**src/rtl/ef_psram_arbiter.sv**
```systemverilog
// ef_psram_arbiter: shares one EF_PSRAM_CTRL_V2 core between an instruction-fetch (m0) and a data/DMA (m1) requester.
// Define EF_PSRAM_ARB_TIMEOUT_EN to add a WAIT watchdog and the m0_err/m1_err outputs.
module ef_psram_arbiter #(
  parameter int PRIO           = 0,
  parameter int TIMEOUT_CYCLES = 4096
) (
  input  logic        HCLK,
  input  logic        HRESETn,
  input  logic        m0_req,
  input  logic        m0_wr,
  input  logic [23:0] m0_addr,
  input  logic [31:0] m0_wdata,
  input  logic [2:0]  m0_size,
  output logic        m0_ack,
  output logic [31:0] m0_rdata,
  input  logic        m1_req,
  input  logic        m1_wr,
  input  logic [23:0] m1_addr,
  input  logic [31:0] m1_wdata,
  input  logic [2:0]  m1_size,
  output logic        m1_ack,
  output logic [31:0] m1_rdata,
`ifdef EF_PSRAM_ARB_TIMEOUT_EN
  output logic        m0_err,
  output logic        m1_err,
`endif
  output logic        c_start,
  output logic        c_rd_wr,
  output logic [23:0] c_addr,
  output logic [31:0] c_wdata,
  output logic [2:0]  c_size,
  input  logic        c_done,
  input  logic [31:0] c_rdata,
  output logic        busy,
  output logic        gnt_id
);

  typedef enum logic [1:0] {
    IDLE  = 2'd0,
    ISSUE = 2'd1,
    WAIT  = 2'd2,
    RESP  = 2'd3
  } state_t;

  state_t      state;
  state_t      state_nxt;
  logic        win;
  logic        rr_last;
  logic        grant;
  logic        done_take;
  logic        wait_end;
  logic [31:0] resp_data;

  if (TIMEOUT_CYCLES < 1 || TIMEOUT_CYCLES > 65535) begin : g_bad_timeout
    $error("ef_psram_arbiter: TIMEOUT_CYCLES must be in 1..65535");
  end

  assign grant     = (state == IDLE) && (m0_req || m1_req);
  assign done_take = (state == WAIT) && c_done;

  // Winner select: only meaningful while grant is high.
  always_comb begin
    win = 1'b0;
    if (PRIO == 1) begin
      win = ~m0_req;
    end else if (m0_req && m1_req) begin
      win = ~rr_last;
    end else begin
      win = m1_req;
    end
  end

`ifdef EF_PSRAM_ARB_TIMEOUT_EN
  localparam logic [15:0] TO_LAST = 16'(TIMEOUT_CYCLES - 1);

  logic [15:0] wait_cnt;
  logic        expire;
  logic        err_flag;

  assign expire    = (state == WAIT) && (wait_cnt == TO_LAST);
  assign wait_end  = done_take || expire;
  assign resp_data = done_take ? c_rdata : 32'hDEAD_BEEF;

  always_ff @(posedge HCLK or negedge HRESETn) begin
    if (!HRESETn) begin
      wait_cnt <= '0;
    end else if (state == ISSUE) begin
      wait_cnt <= '0;
    end else if (state == WAIT) begin
      wait_cnt <= wait_cnt + 16'd1;
    end
  end

  // A c_done in the expiry cycle still counts as a normal completion.
  always_ff @(posedge HCLK or negedge HRESETn) begin
    if (!HRESETn) begin
      err_flag <= 1'b0;
    end else if (wait_end) begin
      err_flag <= ~done_take;
    end
  end

  assign m0_err = m0_ack && err_flag;
  assign m1_err = m1_ack && err_flag;
`else
  assign wait_end  = done_take;
  assign resp_data = c_rdata;
`endif

  always_ff @(posedge HCLK or negedge HRESETn) begin
    if (!HRESETn) begin
      state <= IDLE;
    end else begin
      state <= state_nxt;
    end
  end

  always_comb begin
    state_nxt = state;
    case (state)
      IDLE:    if (grant) state_nxt = ISSUE;
      ISSUE:   state_nxt = WAIT;
      WAIT:    if (wait_end) state_nxt = RESP;
      RESP:    state_nxt = IDLE;
      default: state_nxt = IDLE;
    endcase
  end

  always_comb begin
    c_start = 1'b0;
    busy    = 1'b1;
    m0_ack  = 1'b0;
    m1_ack  = 1'b0;
    case (state)
      IDLE:  busy = 1'b0;
      ISSUE: c_start = 1'b1;
      RESP: begin
        m0_ack = ~gnt_id;
        m1_ack = gnt_id;
      end
      default: ;
    endcase
  end

  // Winner's fields are frozen here for the whole ISSUE..RESP window.
  always_ff @(posedge HCLK or negedge HRESETn) begin
    if (!HRESETn) begin
      gnt_id  <= 1'b0;
      rr_last <= 1'b1;
      c_rd_wr <= 1'b0;
      c_addr  <= '0;
      c_wdata <= '0;
      c_size  <= '0;
    end else if (grant) begin
      gnt_id  <= win;
      rr_last <= win;
      c_rd_wr <= win ? ~m1_wr    : ~m0_wr;
      c_addr  <= win ? m1_addr  : m0_addr;
      c_wdata <= win ? m1_wdata : m0_wdata;
      c_size  <= win ? m1_size  : m0_size;
    end
  end

  always_ff @(posedge HCLK or negedge HRESETn) begin
    if (!HRESETn) begin
      m0_rdata <= '0;
      m1_rdata <= '0;
    end else if (wait_end) begin
      if (gnt_id) begin
        m1_rdata <= resp_data;
      end else begin
        m0_rdata <= resp_data;
      end
    end
  end

endmodule

```
**config.mk**
```make
export PLATFORM = sky130hd
export DESIGN_NAME = ef_psram_arbiter
export DESIGN_NICKNAME = d
export VERILOG_FILES = /design/src/rtl/ef_psram_arbiter.sv
export SDC_FILE = /design/constraint.sdc
export NUM_CORES = 1
export LEC_CHECK = 0
export CORE_ASPECT_RATIO = 1.5
export CORE_MARGIN = 5
export CORE_UTILIZATION = 30
export CTS_CLUSTER_SIZE = 28
export DETAILED_ROUTE_END_ITERATION = 8
export PLACE_DENSITY_LB_ADDON = 0.3
export RECOVER_POWER = 50
export SLEW_MARGIN = 15
export SYNTH_ARGS = -nofsm -noshare
export SYNTH_HDL_FRONTEND = slang
export SYNTH_SLANG_ARGS = --single-unit
```
**constraint.sdc**
```tcl
create_clock -name HCLK -period 3.25 [get_ports HCLK]
set_clock_uncertainty 0.05 [all_clocks]
set_input_delay 0.65 -clock HCLK [delete_from_list [all_inputs] [get_ports HCLK]]
set_output_delay 0.65 -clock HCLK [all_outputs]
set_load 0.02 [all_outputs]
```
==> results.yml <==
status:
  status: "complete, but fails checks"
  violations: "max-capacitance violations, max-slew violations"
logic_synthesis:
  synthesis.area_um2: 5320
  synth_seq_cells: 128
  yosysUniqueCellTypes: 27
  yosys_warnings: 0
  syn-num-nets: 647
  syn_area_per_cell_um2: 10.9
  syn_inst: 486
  yosysSeqAreaShare_pct: 60.3
sta:
  slew_headroom_pct: -22.0
  grt_setup_unrepaired: "false"
  max_freq_mhz: 380
  finalSetupTns_ns: 0
  setup_violations: 0
  holdWs_ns: 0.168
  post-route-period-util_pct: 81.0
  finalHoldViolations: 0
  fin_crit_ns: 2.63
  tightest_slew_ns: 1.83
  slew_violations: 75
finish:
  fin_nets: 932
  drive_gt1_share_pct: 14.0
  n_antenna_cell: 0
  layoutNonFillerInstCount: 997
  areaGrowthSynthToFinish_pct: 69.3
  mostFrequentLayoutCells: "clkdlybuf4s50_1 (284), dfrtp_1 (127), a21oi_1 (120), mux2_2 (64), nand2_1 (61)"
  fin_area_um2: 9000
  final_common_cell: "clkdlybuf4s50_1"
job:
  cap_violations: 1
grt:
  globalRoute.totalOverflow: 0
  grt_usage_pct: 16.9
  antenna_found_initial: 0
  grt_max_degree: 75
  grt_pass1_wl_um: 27800
  grt_pass1_vias: 5219
drt:
  via_count: 4777
  wire_per_inst_um: 17.2
  wl_met1_um: 6320
  wl_met3_um: 1330
  drt_iter0_markers: 229
  drc: 0
  wl_um: 17100
  vias_per_cell: 4.79
  top_layer_used: "met4"
  ant_nets: 0
  firstDrtPassIters: 6
  met2_length_um: 9260
clocking:
  cts_tree: "yes"
  numCtsBuffers: 17
  cts_resized: 0
  clkTransAtPathRegs_ns: 0.06
  insertion_delay_ns: 0.40
  cts_buffer_depth: 2
  postCtsSetupBuffers: 0
  htree_num_levels: 4
  cts_root_buf: "clkbuf_16"
  ctsHoldBuffers: 0
  clkSinkCount: 128
power:
  swShare_pct: 37.2
  clkPwrFrac_pct: 20.5
  p_sw_mw: 3.52
  total_power_mw: 9.46
  power.leakage_nw: 3.81
  intPower_mw: 5.94
  ir_drop_v: 0.000385
  p_per_area_nw_per_um2: 1050
  combPwrFrac_pct: 49.1
  seq_power_share_pct: 30.4
place:
  port_buffers: 285
  dpl.hpwl_um: 13200
  gp_congestion: 0.826
  post_dp_cell_area_um2: 8430
  dpl.cell_count: 965
die:
  die_w_um: 119
  dieArea_um2: 20500
  io_pins: 286
  design.core.area_um2: 17400
  rows: 59
  die_y_um: 173
  initial_utilization_pct: 30.5
critical_path:
  startpoint_type: "flop"
  setup.worst_path.end_class: "primary output"
  critPathArrivalTime_ns: 1.93
  required_ns: 2.55
  path_class: "reg -> out"
  r2r_setup_slack_ns: 0.95
  critPathMaxFanout: 6
hold_path:
  hold_class: "in -> async"
power by group through the flow:
| stage | Combinational, mW | Sequential, mW | Clock [mW] |
|---|---|---|---|
| after detailed placement | 4.73 | 2.90 | 0 |
| after CTS | 4.73 | 2.89 | 2.00 |
| after floorplan | 1.43 | 3.81 | 0 |
| after global routing | 4.98 | 2.98 | 2.07 |
| after global placement | 4.64 | 2.86 | 0 |
| final | 4.64 | 2.88 | 1.94 |
stage by stage:
| stage | util [%] | setup slack (ns) |
|---|---|---|
| finish | 51.7 | 0.616 |
| CTS | 51.9 | 0.611 |
| detailed placement | 48.4 | 0.632 |
| floorplan | - | 1.58 |
| global route | 51.7 | 0.275 |
| global placement | 48.4 | 0.662 |
sequential cells by signal, indices dropped and copies added, names as in the netlist:
name and count:
c_addr 24, c_rd_wr 1, c_size 3, c_wdata 32
gnt_id 1, m0_rdata 32, m1_rdata 32, rr_last 1
state 2
cells by family after synthesis:
group / count (synthesis) / share of synthesized area, %
AOI/OAI and AO/OA: 129 / 12.7
DFF: 128 / 60.3
and+or+nand+nor: 124 / 8.94
muxes: 65 / 13.8
buffers and inverters: 36 / 3.29
adders and majority gates: 4 / 0.941
synthesized netlist by cell type, drive strengths merged:
| cell | n | area (um^2) |
|---|---|---|
| dfrtp | 127 | 3180 |
| a21oi | 120 | 601 |
| mux2 | 65 | 736 |
| nand2 | 61 | 229 |
| nor2 | 59 | 221 |
| buf | 30 | 153 |
| ha | 4 | 50.1 |
| inv | 4 | 15.0 |
| clkbuf | 2 | 7.51 |
| o21ai | 2 | 13.8 |
| a21bo | 1 | 10.0 |
| a21boi | 1 | 11.3 |
| a22o | 1 | 8.76 |
| a31oi | 1 | 6.26 |
| and2 | 1 | 6.26 |
| dfstp | 1 | 26.3 |
| nand3 | 1 | 5.00 |
| nand3b | 1 | 7.51 |
| nor2b | 1 | 6.26 |
| o21a | 1 | 7.51 |
| o22a | 1 | 8.76 |
| o32a | 1 | 10.0 |
final timing paths:
check,startpoint,end,cells past startpoint
hold / removal,HRESETn,m0_rdata[16]$_DFFE_PN0P_,1
setup / recovery,state[0]$_DFFE_PN0P_,busy,4
min in group HCLK,m0_rdata[9]$_DFFE_PN0P_,m0_rdata[9]$_DFFE_PN0P_,1
hold reg to reg,m0_rdata[9]$_DFFE_PN0P_,m0_rdata[9]$_DFFE_PN0P_,1
max in group asynchronous,HRESETn,m1_rdata[23]$_DFFE_PN0P_,2
setup reg to reg,state[0]$_DFFE_PN0P_,m0_rdata[10]$_DFFE_PN0P_,5
worst max-delay path: stages (launching register included):
cell             delay [ns]
dfrtp_1                0.39
inv_1                  0.08
ha_1                   0.30
inv_1                  0.13
clkdlybuf4s50_1        0.64
cell type report:
cell class	instances	area, um^2
fill	1548	8420
sequential	128	3200
timing repair buffer	298	2950
multi-input combinational	322	1950
clock buffer	18	429
tap	213	267
clock inverter	14	183
inverter	4	15.0
per-layer routing:
metal	up-vias	track usage, %
met1	2353	18.2
met2	184	30.6
met5	-	0
met4	0	4.98
li1	2226	-
met3	14	6.14
Power figures use the tool's default switching activity.
